[src/rtl/arith_result_unit.sv]
// arith_result_unit: single-cycle add/subtract/clear and a bit-serial
// shift-add multiply (one multiplier bit per cycle, LSB first).
// Results are registered and held until the next accepted operation.
module arith_result_unit #(
   parameter int NUM_WIDTH = 8,
   parameter int ANS_WIDTH = 16
) (
   input  logic                 clk,
   input  logic                 rst_n,
   input  logic                 start,
   input  logic [1:0]           op,
   input  logic [NUM_WIDTH-1:0] left_in,
   input  logic [NUM_WIDTH-1:0] right_in,
   output logic [ANS_WIDTH-1:0] answer_out,
   output logic                 pos_neg,
   output logic                 overflow,
   output logic                 busy,
   output logic                 done
);

   localparam int ACC_W = 2 * NUM_WIDTH;
   // Wide enough to hold both the full product and a full answer word, so
   // overflow detection is a single "anything above ANS_WIDTH" test.
   localparam int RES_W = (ACC_W > ANS_WIDTH) ? ACC_W : ANS_WIDTH;
   localparam int CNT_W = $clog2(NUM_WIDTH + 1);

   localparam logic [1:0] OP_ADD = 2'b00;
   localparam logic [1:0] OP_SUB = 2'b01;
   localparam logic [1:0] OP_MUL = 2'b10;

   typedef enum logic [1:0] {
      IDLE   = 2'd0,
      MUL    = 2'd1,
      FINISH = 2'd2
   } state_t;

   state_t state, state_nxt;

   logic [1:0]           op_q;
   logic [ACC_W-1:0]     acc;
   logic [ACC_W-1:0]     mcand;
   logic [NUM_WIDTH-1:0] mplier;
   logic [CNT_W-1:0]     bit_cnt;

   logic [RES_W-1:0]     quick_val;
   logic                 quick_neg;
   logic [RES_W-1:0]     left_ext;
   logic [RES_W-1:0]     right_ext;
   logic [ACC_W-1:0]     acc_step;

   // Split a wide result into {overflow, low ANS_WIDTH bits}.
   function automatic logic [ANS_WIDTH:0] fit_ans(input logic [RES_W-1:0] v);
      return {|(v >> ANS_WIDTH), v[ANS_WIDTH-1:0]};
   endfunction

   assign left_ext  = RES_W'(left_in);
   assign right_ext = RES_W'(right_in);

   // One shift-add step: add the shifted multiplicand when the current
   // multiplier LSB is set.
   assign acc_step = mplier[0] ? (acc + mcand) : acc;

   assign busy = (state == MUL);

   // Single-cycle result for add / subtract / clear, magnitude plus sign.
   always_comb begin
      quick_val = '0;
      quick_neg = 1'b0;
      case (op)
         OP_ADD: quick_val = left_ext + right_ext;
         OP_SUB: begin
            if (right_in > left_in) begin
               quick_val = right_ext - left_ext;
               quick_neg = 1'b1;
            end else begin
               quick_val = left_ext - right_ext;
            end
         end
         default: quick_val = '0;
      endcase
   end

   // State register.
   always_ff @(posedge clk or negedge rst_n) begin
      if (!rst_n) begin
         state <= IDLE;
      end else begin
         state <= state_nxt;
      end
   end

   // Next-state logic: only a multiply leaves IDLE.
   always_comb begin
      state_nxt = state;
      case (state)
         IDLE: begin
            if (start && (op == OP_MUL)) begin
               state_nxt = MUL;
            end
         end
         MUL: begin
            if (bit_cnt == CNT_W'(NUM_WIDTH - 1)) begin
               state_nxt = FINISH;
            end
         end
         FINISH:  state_nxt = IDLE;
         default: state_nxt = IDLE;
      endcase
   end

   // Operand latch, multiply iteration and result registers.
   always_ff @(posedge clk or negedge rst_n) begin
      if (!rst_n) begin
         op_q       <= '0;
         acc        <= '0;
         mcand      <= '0;
         mplier     <= '0;
         bit_cnt    <= '0;
         answer_out <= '0;
         pos_neg    <= 1'b0;
         overflow   <= 1'b0;
         done       <= 1'b0;
      end else begin
         done <= 1'b0;
         case (state)
            IDLE: begin
               if (start) begin
                  op_q    <= op;
                  mcand   <= ACC_W'(left_in);
                  mplier  <= right_in;
                  acc     <= '0;
                  bit_cnt <= '0;
                  if (op != OP_MUL) begin
                     {overflow, answer_out} <= fit_ans(quick_val);
                     pos_neg                <= quick_neg;
                     done                   <= 1'b1;
                  end
               end
            end
            MUL: begin
               acc     <= acc_step;
               mcand   <= mcand << 1;
               mplier  <= mplier >> 1;
               bit_cnt <= bit_cnt + CNT_W'(1);
            end
            FINISH: begin
               if (op_q == OP_MUL) begin
                  {overflow, answer_out} <= fit_ans(RES_W'(acc));
                  pos_neg                <= 1'b0;
                  done                   <= 1'b1;
               end
            end
            default: ;
         endcase
      end
   end

endmodule

[config.mk]
export PLATFORM = sky130hd
export DESIGN_NAME = arith_result_unit
export DESIGN_NICKNAME = d
export VERILOG_FILES = /design/src/rtl/arith_result_unit.sv
export SDC_FILE = /design/constraint.sdc
export NUM_CORES = 1
export LEC_CHECK = 0
export CORE_ASPECT_RATIO = 0.7
export CORE_MARGIN = 4
export CORE_UTILIZATION = 43
export CTS_CLUSTER_DIAMETER = 80
export DETAILED_ROUTE_END_ITERATION = 8
export PLACE_DENSITY = 0.62
export RECOVER_POWER = 50
export SYNTH_ARGS = -nofsm -noshare
export SYNTH_HDL_FRONTEND = slang
export SYNTH_SLANG_ARGS = --single-unit
export TNS_END_PERCENT = 20
[constraint.sdc]
create_clock -name clk -period 2.5 [get_ports clk]
set_input_delay 0.5 -clock clk [delete_from_list [all_inputs] [get_ports clk]]
set_output_delay 0.5 -clock clk [all_outputs]
set_load 0.05 [all_outputs]
==> run summary, run 1 <==
Hold Buf Count CTS - 0
ys flop type - dfrtp_1
IO Pins - 41
first-pass GRT wire length - 21,300 um
main combinational cell family by area after synthesis - compound AO/OA/AOI/OAI gates
mux cell area share after synthesis - 0.0112
Rel. slew slack - 0.0509
routed vias/inst - 5.61
share of synthesized registers carrying an async set or reset - 1.00
final instance area - 6180 um2
placer's final routability congestion estimate - 0.905
Mapped Cells - 518
fill cell count - 919
FP Rows - 31
number of instances in the placed design - 738
clk_lat worst skew - 0.33 ns
worst vdd ir - 964 uV
Slew Viols, Final - 0
critical path type - in -> reg
type of origin of the critical path - input pin
xor-xnor portion of the synthesized cell area - 0.0419
Multi-input gate area - 2870 um2
largest net degree at the start of global routing - 38
crit path time final - 2.48 ns
gr ovfl total - 0
post-route ant nets - 0
reg2reg path depth - 10
Unique masters post-synth - 65
HP Start - bit_cnt[3]
Detailed Route Iter0 Violations - 366
initial antenna violation count - 0
die width - 132 um
worst hold margin - 0.470 ns
Mapped Area - 4600 um2
Synth Warn # - 0
WP data arrival - 2.70 ns
final setup vio count - 0
Worst Hold End - state[1]
Max Buffers Root-to-Sink - 2
Synth area leader - dfrtp_1
clock tree sinks - 66
Pleak - 2.83 nW
Clock Root Buffer - clkbuf_16
first-pass iteration count of the detailed router - 5
Final Skew - 0.00743 ns
Post-Synth Adder-Cell Area - 0.126
DIE AREA - 12,400 um2
fin cells - 775
worst r2r src - acc[0]
unrepaired setup endpoints after global routing - true
Seq cells post-synth - 66
Synth top area share - 0.359
final worst path period share - 0.994
Pwr Density - 1050 nW/um2
CTS tree - yes
number of global-route vias before repair - 4,163
Hold WC Path Type - reg -> reg
vias - 4,345
Mean Syn Cell Area - 8.87 um2
status - finished, final reports clean
FF+latch area - 1650 um2
setup_tns - 0 ns
Post-synth EDFFs - 0
Tot GR Track Use - 0.219
flop2flop setup slack - 0.19 ns
largest cells by area after synthesis - dfrtp_1, ha_1, nand2_1
Initial Utilization - 0.442
Die Y - 94.5 um
DRC Markers - 0
TritonCTS Buffers - 9
complex-gate fraction of the synthesized area - 0.236
pre-CTS worst setup slack - -0.577 ns
final setup margin - 0.0158 ns
area grow syn2layout - 34.5%
sequential share of the synthesized area - 0.359
Synthesized Nets - 583
WHS Path Cells - 1
WP data required - 2.71 ns
Final Hold Viols - 0
number of max-cap violations - 0
simple-gate area share of the yosys netlist - 0.170
Reg clk slew, reported paths - 0.06 ns
Post-DP Area - 5590 um2
layout cells sized above 1 - 0.250
Core Area - 10,400 um2
Nets - 703
Final HPWL DP - 10,000 um
Diodes inserted - 0
Worst Path Max Fanout - 8
Worst Max-Slew Pin Slew - 1.42 ns
Worst Setup End Kind - flip-flop
IO buf count - 39
FMAX - 0.403 GHz
drt total wl - 13,200 um
WL/cell - 17.1 um
H-tree depth - 3
worst reg2reg endpoint - acc[14]
state kept, by name (all words and copies together), names as in the netlist:
name	count
acc	16
answer_out	16
mcand	16
mplier	8
bit_cnt	4
op_q	2
state	2
done	1
pos_neg	1
Yosys cell counts (3+ instances only):
library cell	instances
o31ai_1	5
inv_1	27
nand2_1	58
a221o_1	14
a31oi_1	5
nor2_1	52
nor3_1	5
nor2b_1	5
xor2_1	10
a211oi_1	3
o21bai_1	8
xnor2_1	12
buf_4	5
nand2b_1	9
nand4_1	5
o21ai_0	38
dfrtp_1	66
or3_1	4
nand3_1	17
o21ai_1	5
mux2i_1	4
buf_6	4
ha_1	40
o21ai_2	3
o211ai_1	4
a32o_1	3
a21o_1	4
clkbuf_1	13
fa_1	4
a21oi_1	41
layout by cell type, fill, tap and decap left out, types with 5 or more instances in the layout:
master | netlist | routed
a21oi_1 | 41 | 35
xor2_1 | 10 | 10
clkbuf_1 | 13 | 5
nand3_1 | 17 | 17
o21ai_1 | 5 | 5
a21oi_2 | 2 | 7
clkbuf_16 | 0 | 9
nand4_1 | 5 | 5
o21ai_2 | 3 | 5
nor2_1 | 52 | 49
nor2b_1 | 5 | 5
a221o_1 | 14 | 14
xnor2_1 | 12 | 12
nand2_1 | 58 | 58
clkdlybuf4s50_1 | 0 | 31
ha_4 | 0 | 7
a31oi_1 | 5 | 5
inv_2 | 2 | 5
buf_4 | 5 | 88
o21ai_0 | 38 | 36
nor3_1 | 5 | 5
o21bai_1 | 8 | 7
inv_1 | 27 | 24
ha_1 | 40 | 32
nand2b_1 | 9 | 9
dfrtp_1 | 66 | 66
repair_timing:
action	CTS	global route
endpoints found under the setup margin	14	17
resized for setup	19	25
pin swaps	8	16
setup buffers	17	5
routing by layer:
layer  track usage  share of wire
met1         0.324           0.50
met2         0.313           0.42
met3        0.0671          0.071
met4        0.0516         0.0098
met5             0              0
metrics by stage:
stage	utilization	total power, W
2_1_floorplan	-	0.00413
3_3_place_gp	0.538	0.00515
3_5_place_dp	0.538	0.00523
4_1_cts	0.584	0.00649
5_1_grt	0.595	0.00699
6_report	0.595	0.00652
worst max path at each step:
stage / startpoint / end / slack [ns] / cells past startpoint
2_1_floorplan: left_in[4] / answer_out[1] / 0.23 / 10
3_3_place_gp: left_in[4] / answer_out[8] / -0.47 / 10
3_5_place_dp: left_in[4] / answer_out[11] / -0.58 / 10
4_1_cts: left_in[6] / answer_out[3] / 0.007 / 11
5_1_grt: left_in[3] / answer_out[4] / -0.07 / 11
6_report: left_in[7] / answer_out[4] / 0.02 / 11
cells by family (layout without fill, tap and decap cells):
logic type | count (synthesis) | in the layout
fa+ha+maj | 44 | 44
compound gates | 158 | 158
other cells | 1 | 1
mux | 5 | 5
buf+inv | 53 | 178
xor+xnor | 22 | 22
flops | 66 | 66
simple gates | 169 | 169
cell type report:
class                   instances  share of cell area
multi-input cells             399               0.463
flip-flops and latches         66               0.267
repair buffers                133               0.179
clock buffers                  14              0.0443
well taps                     132              0.0267
inverters                      29              0.0176
clock inverters                 2             0.00162
power by group:
part	internal [W]	switching [W]	leakage, nW
combinational	0.00137	0.00203	1.85
clock	0.000749	0.000436	0.143
sequential	0.00153	0.000401	0.829
total	0.00365	0.00286	2.83
critical path: stages:
cell and delay, ns:
clkdlybuf4s50_1 0.49, inv_1 0.08, ha_4 0.30, a21o_1 0.13
a31oi_1 0.06, buf_4 0.16, a21oi_4 0.33, buf_4 0.18
mux2i_1 0.21, xnor2_1 0.17, o21ai_1 0.09
(Power assumes the default switching activity.)
==> run 2: changes to the inputs <==
Settings changed: HOLD_SLACK_MARGIN set to 0.05.
==> results of run 2 <==
Same layout as run 1: the final DEF is identical, and so are final timing and power.
==> run 3: changes to the inputs <==
Settings changed: CORE_UTILIZATION 43 to 50, PLACE_DENSITY 0.62 to 0.71.
Clock period 2.5 ns to 2.9 ns, I/O delays scaled along.
==> run 3 against run 2 <==
Global-route usage grew 2.3 points. Wire length shrank 6.4%. Count of clock-buffer cells in the layout shrank 3. Largest cell class unchanged. Hold slack lost 0.31 ns. Highest routed layer unchanged. Critical path type unchanged. Register-to-register slack gained 0.15 ns. Flip-flop and latch count is the same.
==> run summary, run 3 (same netlist as run 1, synthesis figures left out) <==
Worst Max-Slew Pin Slew - 1.42 ns (about the same)
Worst Path Max Fanout - 3 (was 8)
TritonCTS Buffers - 9 (unchanged)
final setup vio count - 0 (unchanged)
final worst path period share - 0.950
Hold WC Path Type - in -> async (was reg -> reg)
post-route ant nets - 0 (unchanged)
Die Y - 88.2 um (was 94.5 um)
die width - 123 um (was 132 um)
crit path time final - 2.75 ns
WL/cell - 17.0 um (was 17.1 um)
number of global-route vias before repair - 4,052 (was 4,163)
Final HPWL DP - 9520 um (was 10,000 um)
type of origin of the critical path - input pin (unchanged)
Pwr Density - 945 nW/um2 (was 1050 nW/um2)
top flop regs - acc x16, answer_out x16, mcand x16 (unchanged)
Pleak - 2.61 nW (was 2.83 nW)
Clock Root Buffer - clkbuf_16 (unchanged)
Worst Setup End Kind - flip-flop (unchanged)
clk_lat worst skew - 0.33 ns (about the same)
Initial Utilization - 0.529 (was 0.442)
Hold Buf Count CTS - 0 (unchanged)
Tot GR Track Use - 0.242 (was 0.219)
FMAX - 0.363 GHz
gr ovfl total - 0 (unchanged)
initial antenna violation count - 0 (unchanged)
Final Hold Viols - 0 (unchanged)
first-pass iteration count of the detailed router - 5 (unchanged)
unrepaired setup endpoints after global routing - false (was true)
CTS tree - yes (unchanged)
most frequent cells in the layout - dfrtp_1, nand2_1, buf_4 (was buf_4, dfrtp_1, nand2_1)
worst hold margin - 0.162 ns (was 0.470 ns)
drt total wl - 12,400 um (was 13,200 um)
worst vdd ir - 841 uV (was 964 uV)
number of instances in the placed design - 710 (was 738)
vias - 4,235 (was 4,345)
routed vias/inst - 5.81 (was 5.61)
IO buf count - 39 (unchanged)
Max Buffers Root-to-Sink - 2 (unchanged)
Diodes inserted - 0 (unchanged)
area grow syn2layout - 23.7% (was 34.5%)
status - finished, final reports clean (unchanged)
pre-CTS worst setup slack - -0.194 ns (was -0.577 ns)
IO Pins - 41 (unchanged)
number of max-cap violations - 0 (unchanged)
fin cells - 729 (was 775)
WP data required - 3.14 ns (was 2.71 ns)
Core Area - 8690 um2 (was 10,400 um2)
Rel. slew slack - 0.0509 (about the same)
Reg clk slew, reported paths - 0.05 ns (was 0.06 ns)
clock tree sinks - 66 (unchanged)
H-tree depth - 3 (unchanged)
Nets - 670 (was 703)
FP Rows - 28 (was 31)
Detailed Route Iter0 Violations - 354 (was 366)
layout cells sized above 1 - 0.159 (was 0.250)
placer's final routability congestion estimate - 0.985 (was 0.905)
critical path type - in -> reg (unchanged)
first-pass GRT wire length - 20,300 um (was 21,300 um)
WP data arrival - 3.00 ns (was 2.70 ns)
Final Skew - 0.00946 ns (was 0.00743 ns)
final setup margin - 0.146 ns (was 0.0158 ns)
commonest non-fill, non-tap cell in the layout - dfrtp_1 (was buf_4)
DIE AREA - 10,800 um2 (was 12,400 um2)
Slew Viols, Final - 0 (unchanged)
largest net degree at the start of global routing - 60 (was 38)
DRC Markers - 0 (unchanged)
total power - 0.00538 W (was 0.00652 W)
==> run 3: cell count changes in the layout (fill, tap and decap cells not counted), sizes merged <==
cell | previous run | this run
buf | 91 | 58
clkdlybuf4s50 | 31 | 36
clkbuf | 19 | 16
dlygate4sd2 | 3 | 0
dlymetal6s2s | 3 | 0
clkinv | 2 | 4
dlygate4sd3 | 0 | 1
==> run 3: critical path, stage by stage <==
cell and delay (ns):
clkdlybuf4s50_1 0.50, ha_1 0.18, inv_1 0.05, fa_1 0.39
o21bai_1 0.21, a21oi_2 0.12, o31ai_2 0.26, buf_4 0.15
o21bai_1 0.05, a21oi_1 0.18, o211ai_1 0.11, a31oi_1 0.20
==> run 3: what timing repair did <==
item                                    in CTS  in global routing
endpoints found under the setup margin       0                  5
resized for setup                            0                  2
setup buffers                                0                  4
==> run 3: report_power, final <==
part	internal, W	switching (W)
Clock	0.000566	0.000362
Combinational	0.00109	0.00171
Sequential	0.00132	0.000329
==> run 3: stage by stage <==
stage / area [um2] / setup TNS [ns] / utilization
3_3_place_gp: 5430 / -1.02 / 0.625
2_1_floorplan: 4600 / 0 / -
4_1_cts: 5680 / 0 / 0.654
6_report: 5690 / 0 / 0.655
3_5_place_dp: 5430 / -1.59 / 0.625
5_1_grt: 5690 / 0 / 0.655
==> run 3: metal layers <==
| metal | track usage | vias to the layer above | share of wire | wire length, um |
|---|---|---|---|---|
| met5 | 0 | - | 0 | 0 |
| met4 | 0.0508 | 0 | 0.0087 | 108 |
| met3 | 0.0550 | 13 | 0.074 | 918 |
| met2 | 0.356 | 161 | 0.42 | 5210 |
| met1 | 0.366 | 2045 | 0.50 | 6140 |
| li1 | - | 2016 | - | - |
==> run 3: worst paths after layout <==
path,cells past startpoint,start,slack [ns],end
setup / recovery,12,left_in[0],0.15,answer_out[8]
hold / removal,1,rst_n,0.16,done
setup reg to reg,9,acc[0],0.34,acc[12]
hold reg to reg,1,bit_cnt[3],0.48,state[1]
max in group asynchronous,2,rst_n,1.01,bit_cnt[0]
min in group clk,1,bit_cnt[3],0.48,state[1]
==> run 3: area by class of cell <==
class                           instances  area (um2)
Clock inverter                          4        20.0
Tap cell                              120         150
Multi-Input combinational cell        399        2700
Timing Repair Buffer                  100         826
Fill cell                             759        3000
Inverter                               29         109
Clock buffer                           11         233
Sequential cell                        66        1650
